## src/rtl/vga_out_stage.sv

```systemverilog
// vga_out_stage: VGA timing generator and DAC output register.
// Generates x/y for the upstream layer generators and delays sync/blank by
// PIPE_DLY pixel ticks so that they line up with the muxed rgb_in. The DAC
// outputs lag x/y by PIPE_DLY+1 pixel ticks.
// Optional feature macro: VGA_TEST_PATTERN_EN. It adds a test_mode input that
// replaces rgb_in with eight vertical colour bars.
module vga_out_stage #(
   parameter int H_ACTIVE = 640,
   parameter int H_FP     = 16,
   parameter int H_SYNC   = 96,
   parameter int H_BP     = 48,
   parameter int V_ACTIVE = 480,
   parameter int V_FP     = 10,
   parameter int V_SYNC   = 2,
   parameter int V_BP     = 33,
   parameter int PIPE_DLY = 2
) (
   input  logic        clk,
   input  logic        rst_n,
   input  logic        pix_en,
`ifdef VGA_TEST_PATTERN_EN
   input  logic        test_mode,
`endif
   input  logic [23:0] rgb_in,
   output logic [9:0]  x,
   output logic [9:0]  y,
   output logic        active,
   output logic        frame_start,
   output logic [7:0]  vga_r,
   output logic [7:0]  vga_g,
   output logic [7:0]  vga_b,
   output logic        vga_hs,
   output logic        vga_vs,
   output logic        vga_blank_n,
   output logic        vga_sync_n
);

   localparam int H_TOTAL = H_ACTIVE + H_FP + H_SYNC + H_BP;
   localparam int V_TOTAL = V_ACTIVE + V_FP + V_SYNC + V_BP;
   localparam logic [9:0] H_LAST  = 10'(H_TOTAL - 1);
   localparam logic [9:0] V_LAST  = 10'(V_TOTAL - 1);
   localparam logic [9:0] H_VIS   = 10'(H_ACTIVE);
   localparam logic [9:0] V_VIS   = 10'(V_ACTIVE);
   localparam logic [9:0] HS_BEG  = 10'(H_ACTIVE + H_FP);
   localparam logic [9:0] HS_END  = 10'(H_ACTIVE + H_FP + H_SYNC);
   localparam logic [9:0] VS_BEG  = 10'(V_ACTIVE + V_FP);
   localparam logic [9:0] VS_END  = 10'(V_ACTIVE + V_FP + V_SYNC);

   // Timing word carried down the delay line: {[x,] hs, vs, blank_n}
`ifdef VGA_TEST_PATTERN_EN
   localparam int TW = 13;
   localparam logic [9:0] BAR_W = 10'(H_ACTIVE / 8);
`else
   localparam int TW = 3;
`endif
   localparam logic [TW-1:0] TW_RESET = TW'(3'b110);

   logic [9:0]    h_cnt_q, h_cnt_d, v_cnt_q, v_cnt_d;
   logic          run_q, run_d;
   logic          active_q, active_d;
   logic          frame_start_q, frame_start_d;
   logic          hs_q, hs_d, vs_q, vs_d, blank_n_q, blank_n_d;
   logic [23:0]   rgb_q, rgb_d;
   logic          hs_raw_s, vs_raw_s;
   logic [TW-1:0] raw_s, tap_s;
   logic [23:0]   pixel_s;

`ifdef VGA_TEST_PATTERN_EN
   // Colour of the bar covering column px (anything past bar 6 is black)
   function automatic logic [23:0] bar_colour(input logic [9:0] px);
      logic [9:0] idx;
      idx = px / BAR_W;
      case (idx)
         10'd0:   bar_colour = 24'hFFFFFF;
         10'd1:   bar_colour = 24'hFFFF00;
         10'd2:   bar_colour = 24'h00FFFF;
         10'd3:   bar_colour = 24'h00FF00;
         10'd4:   bar_colour = 24'hFF00FF;
         10'd5:   bar_colour = 24'hFF0000;
         10'd6:   bar_colour = 24'h0000FF;
         default: bar_colour = 24'h000000;
      endcase
   endfunction
`endif

   assign hs_raw_s = ~((h_cnt_q >= HS_BEG) && (h_cnt_q < HS_END));
   assign vs_raw_s = ~((v_cnt_q >= VS_BEG) && (v_cnt_q < VS_END));
`ifdef VGA_TEST_PATTERN_EN
   assign raw_s = {h_cnt_q, hs_raw_s, vs_raw_s, active_q};
`else
   assign raw_s = {hs_raw_s, vs_raw_s, active_q};
`endif

   // Scan counters; the first tick after reset (re)starts the frame at (0,0)
   always_comb begin
      h_cnt_d       = h_cnt_q;
      v_cnt_d       = v_cnt_q;
      run_d         = run_q;
      active_d      = active_q;
      frame_start_d = 1'b0;
      if (pix_en) begin
         run_d = 1'b1;
         if (!run_q) begin
            h_cnt_d = 10'd0;
            v_cnt_d = 10'd0;
         end else if (h_cnt_q == H_LAST) begin
            h_cnt_d = 10'd0;
            if (v_cnt_q == V_LAST) begin
               v_cnt_d = 10'd0;
            end else begin
               v_cnt_d = v_cnt_q + 10'd1;
            end
         end else begin
            h_cnt_d = h_cnt_q + 10'd1;
         end
         active_d      = (h_cnt_d < H_VIS) && (v_cnt_d < V_VIS);
         frame_start_d = (h_cnt_d == 10'd0) && (v_cnt_d == 10'd0);
      end else begin
         frame_start_d = 1'b0;
      end
   end

   generate
      if (PIPE_DLY == 0) begin : g_no_dly
         assign tap_s = raw_s;
      end else begin : g_dly
         logic [TW-1:0] dl_q [PIPE_DLY];
         logic [TW-1:0] dl_d [PIPE_DLY];

         // Shift the raw timing one stage per pixel tick
         always_comb begin
            dl_d[0] = pix_en ? raw_s : dl_q[0];
            for (int i = 1; i < PIPE_DLY; i++) begin
               dl_d[i] = pix_en ? dl_q[i-1] : dl_q[i];
            end
         end

         // Delay line registers, filled with idle sync/blank timing on reset
         always_ff @(posedge clk or negedge rst_n) begin
            if (!rst_n) begin
               for (int i = 0; i < PIPE_DLY; i++) begin
                  dl_q[i] <= TW_RESET;
               end
            end else begin
               for (int i = 0; i < PIPE_DLY; i++) begin
                  dl_q[i] <= dl_d[i];
               end
            end
         end

         assign tap_s = dl_q[PIPE_DLY-1];
      end
   endgenerate

   // Output register: capture pixel and aligned timing, black during blanking
   always_comb begin
      hs_d      = hs_q;
      vs_d      = vs_q;
      blank_n_d = blank_n_q;
      rgb_d     = rgb_q;
      pixel_s   = rgb_in;
`ifdef VGA_TEST_PATTERN_EN
      if (test_mode) begin
         pixel_s = bar_colour(tap_s[12:3]);
      end else begin
         pixel_s = rgb_in;
      end
`endif
      if (pix_en) begin
         hs_d      = tap_s[2];
         vs_d      = tap_s[1];
         blank_n_d = tap_s[0];
         rgb_d     = tap_s[0] ? pixel_s : 24'h000000;
      end else begin
         rgb_d = rgb_q;
      end
   end

   // State registers for counters, flags and the DAC output stage
   always_ff @(posedge clk or negedge rst_n) begin
      if (!rst_n) begin
         h_cnt_q       <= 10'd0;
         v_cnt_q       <= 10'd0;
         run_q         <= 1'b0;
         active_q      <= 1'b1;
         frame_start_q <= 1'b0;
         hs_q          <= 1'b1;
         vs_q          <= 1'b1;
         blank_n_q     <= 1'b0;
         rgb_q         <= 24'h000000;
      end else begin
         h_cnt_q       <= h_cnt_d;
         v_cnt_q       <= v_cnt_d;
         run_q         <= run_d;
         active_q      <= active_d;
         frame_start_q <= frame_start_d;
         hs_q          <= hs_d;
         vs_q          <= vs_d;
         blank_n_q     <= blank_n_d;
         rgb_q         <= rgb_d;
      end
   end

   assign x           = h_cnt_q;
   assign y           = v_cnt_q;
   assign active      = active_q;
   assign frame_start = frame_start_q;
   assign vga_r       = rgb_q[23:16];
   assign vga_g       = rgb_q[15:8];
   assign vga_b       = rgb_q[7:0];
   assign vga_hs      = hs_q;
   assign vga_vs      = vs_q;
   assign vga_blank_n = blank_n_q;
   assign vga_sync_n  = 1'b0;

endmodule

```

## config.mk

```make
export PLATFORM = sky130hd
export DESIGN_NAME = vga_out_stage
export DESIGN_NICKNAME = d
export VERILOG_FILES = /design/src/rtl/vga_out_stage.sv
export SDC_FILE = /design/constraint.sdc
export NUM_CORES = 1
export LEC_CHECK = 0
export ABC_AREA = 0
export BUFFER_PORTS_ARGS = -buffer_cell sky130_fd_sc_hd__buf_2
export CAP_MARGIN = 25
export CORE_MARGIN = 5
export CORE_UTILIZATION = 25
export CTS_CLUSTER_DIAMETER = 30
export DETAILED_ROUTE_END_ITERATION = 10
export PLACE_DENSITY = 0.55
export SLEW_MARGIN = 40
export SYNTH_ARGS = -nofsm -noshare
export SYNTH_HDL_FRONTEND = slang
export SYNTH_SLANG_ARGS = --single-unit
```

## constraint.sdc

```tcl
create_clock -name clk -period 5.95 [get_ports clk]
set_clock_uncertainty 0.15 [all_clocks]
set_input_delay 0.595 -clock clk [delete_from_list [all_inputs] [get_ports clk]]
set_output_delay 0.595 -clock clk [all_outputs]
set_load 0.05 [all_outputs]
```

==> parameters.txt <==
Parameter                              Value

Status
  Outcome    finished, final reports clean

Timing
  Setup TNS    0 ps
  Setup violation total in the final timing report    0
  Min setup slack post-route    3020 ps
  Setup repair after global routing missed its margin    no
  Slew at the pin with the worst max-slew slack    761 ps
  Fin Hold WS    194 ps
  Worst rel slew slack    0.493
  Hold violation count in the final report    0
  Number of pins with negative max-slew slack in the final report    0
  Post-route clock period utilization    0.492
  Clock period minus final worst setup slack    2930 ps
  Highest clock frequency the design can meet    0.342 GHz

Global routing
  Maximum number of pins on one net before global-route repair    85
  Congestion Overflow GR    0
  First-pass GRT wire length    12,800 um
  Overall global routing resource usage    0.108
  Vias in the first global route    2,401
  Number of antenna violations at the first check in global routing    0

Logic synthesis
  Flop and latch count out of synthesis    56
  Post-Syn Instances    327
  Count of flip-flops with a built-in enable after synthesis    0
  Distinct cell type count of the synthesized netlist    48
  Syn Area/Cell    8.97 um^2
  Async set-or-reset flop fraction in the synthesized netlist    1.00
  Cell Area, Synth    0.00293 mm^2
  Net count after synthesis    359
  Most common flop cell mapped by yosys    sky130_fd_sc_hd__dfrtp_1
  Share of the yosys chip area belonging to registers    0.481
  Synth Warn #    0

Die
  Die extent in x    118 um
  Number of standard-cell rows in the floorplan    39
  Placeable core region    0.0115 mm^2
  Die Ht    118 um
  Starting Density    0.256
  Count of pins on the block boundary    77
  Die area    0.0140 mm^2

Clocking
  CTS max path bufs    2
  Clock buffers created by TritonCTS    5
  Count of clock tree sinks    56
  Clock root buffer    sky130_fd_sc_hd__clkbuf_16
  Clock-pin slew on the worst setup and hold paths    70 ps
  CTS tree    built
  Later-pin clock latency in the skew report    300 ps
  Number of cells upsized or downsized after cts    0
  H-tree depth    2
  Number of buffers inserted to repair setup after CTS    0
  Number of buffers inserted for hold repair after clock tree synthesis    0

Final layout
  Synthesis-to-layout area growth    21.3%
  Antenna diode count    0
  Multi-input gate area in the final layout    0.00130 mm^2
  Net count of the finished layout    419
  Area occupied by registers    0.00141 mm^2
  Layout filler cell count    1,169
  Layout cell share with drive strength beyond 1    0.271

Setup path
  Data arrival time of the critical path    2960 ps
  Cells along the critical path    ha_1 > nand3_1 > or3_4 > or4_1 > a22oi_1 > a41oi_1 > nor4_1
  Maximum fanout along the worst path    12
  Category of the critical setup timing path    reg2reg
  Capturing element type of the critical path    flop
  Kind of launch point of the worst setup path    flop
  Slowest CP cell    sky130_fd_sc_hd__or4_1
  Critical path required time    5990 ps
  Crit path largest cell delay    540 ps

Place
  Total of buffers placed on input and output ports    75
  Setup WS pre-CTS    3030 ps
  Final RePlAce weighted congestion    0.823
  DP HPWL    5440 um

Routing
  Iteration count of the initial detailed-routing pass    4
  Routed wirelength normalized by instance count    14.2 um
  Post-DR vias/cell    4.77
  Overall via count from detail_route    2,535
  DR iter-0 viols    202
  Post-detailed-route DRC marker count    0
  Wire length reported by the detailed router    7560 um
  Final antenna-violating net count    0

Run
  Reported max-cap violation count    0

Power and ir drop
  Leakage dissipation    1.59 nW
  Overall Power    0.00112 W
  Worst IR Drop VDD    0.186 mV
  Ratio of total power to cell area    314 mW/mm^2

Worst hold path
  Type of the worst min-delay path    in2async
## path summary, 6_finish.rpt
kind,startpoint,end,slack (ps),depth (start not counted)
max,x[1],frame_start,3020,7
min,rst_n,rgb_q[0],190,2
max reg2reg,x[1],frame_start,3020,7
min reg2reg,g_dly.dl_q[5],g_dly.dl_q[5],350,2
max in group asynchronous,rst_n,x[5],5070,2
min in group clk,g_dly.dl_q[5],g_dly.dl_q[5],350,2
## layout by cell type, fill, tap and decap left out, types with 2 or more instances in the layout
cell type and n:
sky130_fd_sc_hd__buf_2 75, sky130_fd_sc_hd__dfrtp_1 49, sky130_fd_sc_hd__o21ai_0 45, sky130_fd_sc_hd__nand3_1 37, sky130_fd_sc_hd__inv_1 32, sky130_fd_sc_hd__nand2_1 29, sky130_fd_sc_hd__nand4_1 9, sky130_fd_sc_hd__nor2_1 8
sky130_fd_sc_hd__o31ai_1 7, sky130_fd_sc_hd__mux2_2 7, sky130_fd_sc_hd__dfstp_2 7, sky130_fd_sc_hd__nor4_1 6, sky130_fd_sc_hd__xor2_1 6, sky130_fd_sc_hd__nor3_1 6, sky130_fd_sc_hd__ha_1 5, sky130_fd_sc_hd__clkbuf_16 5
sky130_fd_sc_hd__and3_1 4, sky130_fd_sc_hd__o41ai_1 4, sky130_fd_sc_hd__xnor2_1 3, sky130_fd_sc_hd__a21oi_1 3, sky130_fd_sc_hd__or3_4 2, sky130_fd_sc_hd__or4_1 2, sky130_fd_sc_hd__and2_1 2, sky130_fd_sc_hd__a41oi_1 2
sky130_fd_sc_hd__o22ai_1 2, sky130_fd_sc_hd__or2_2 2, sky130_fd_sc_hd__o2bb2ai_1 2, sky130_fd_sc_hd__nand2b_1 2, sky130_fd_sc_hd__mux2i_1 2, sky130_fd_sc_hd__buf_6 2
## routing by layer
metal  GRT usage  vias up  wire [um]
met5           0        -          0
met4      0.0215        0         63
met3      0.0315        5        476
met2       0.162       66       3410
met1       0.155     1193       3610
li1            -     1271          -
## metrics by stage
step	std cells	utilization	area (um^2)
2_1_floorplan	327	-	2930
4_1_cts	530	0.309	3540
3_3_place_gp	522	0.296	3400
3_5_place_dp	522	0.296	3400
5_1_grt	531	0.310	3560
6_report	531	0.310	3560
## sequential cells by signal, indices dropped and copies added (netlist names)
| signal | flops |
|---|---|
| rgb_q | 24 |
| x | 10 |
| y | 10 |
| g_dly.dl_q | 3 |
| tap_s | 3 |
| active | 1 |
| frame_start | 1 |
| run_q | 1 |
| vga_blank_n | 1 |
| vga_hs | 1 |
| vga_vs | 1 |
## synth_stat cells (3+ instances only)
| master | number | area share |
|---|---|---|
| sky130_fd_sc_hd__a21oi_1 | 3 | 0.0051 |
| sky130_fd_sc_hd__and3_1 | 4 | 0.0085 |
| sky130_fd_sc_hd__clkbuf_1 | 20 | 0.026 |
| sky130_fd_sc_hd__dfrtp_1 | 49 | 0.42 |
| sky130_fd_sc_hd__dfstp_2 | 7 | 0.063 |
| sky130_fd_sc_hd__ha_1 | 5 | 0.021 |
| sky130_fd_sc_hd__inv_1 | 32 | 0.041 |
| sky130_fd_sc_hd__mux2_2 | 7 | 0.027 |
| sky130_fd_sc_hd__nand2_1 | 29 | 0.037 |
| sky130_fd_sc_hd__nand3_1 | 37 | 0.063 |
| sky130_fd_sc_hd__nand4_1 | 9 | 0.019 |
| sky130_fd_sc_hd__nor2_1 | 8 | 0.010 |
| sky130_fd_sc_hd__nor3_1 | 6 | 0.010 |
| sky130_fd_sc_hd__nor4_1 | 6 | 0.013 |
| sky130_fd_sc_hd__o21ai_0 | 46 | 0.078 |
| sky130_fd_sc_hd__o31ai_1 | 7 | 0.018 |
| sky130_fd_sc_hd__o41ai_1 | 4 | 0.012 |
| sky130_fd_sc_hd__xnor2_1 | 3 | 0.0090 |
| sky130_fd_sc_hd__xor2_1 | 6 | 0.018 |
## report_power, final
| part | switching, W | internal, W | total, W |
|---|---|---|---|
| clock network | 0.000144 | 0.000157 | 0.000302 |
| logic | 0.000248 | 0.0000862 | 0.000335 |
| registers | 0.0000570 | 0.000424 | 0.000481 |
| total | 0.000450 | 0.000667 | 0.00112 |
## worst max-delay path: cells and delay by family (launching register included)
family / cells / cell delay, ps
flops: 1 / 420
fa+ha+maj: 1 / 310
compound gates: 2 / 350
simple gates: 4 / 1580
## logic make-up after synthesis
| kind of cell | count (synthesis) | synth area share |
|---|---|---|
| XOR/XNOR | 9 | 0.0269 |
| buffers and inverters | 57 | 0.0772 |
| multiplexers | 9 | 0.0337 |
| AO/OA/AOI/OAI | 75 | 0.155 |
| flip-flops | 56 | 0.481 |
| adder cells (fa/ha/maj) | 5 | 0.0213 |
| AND/OR/NAND/NOR | 115 | 0.204 |
| other | 1 | 0.00128 |
## area by class of cell
cell class              count  share of cell area
clock buffers               5              0.0352
clock inverters             3             0.00598
inverters                  32              0.0338
multi-input cells         214               0.364
flip-flops and latches     56               0.396
well taps                 143              0.0503
repair buffers             78               0.114
No activity file was read; power rests on OpenSTA's default activity.
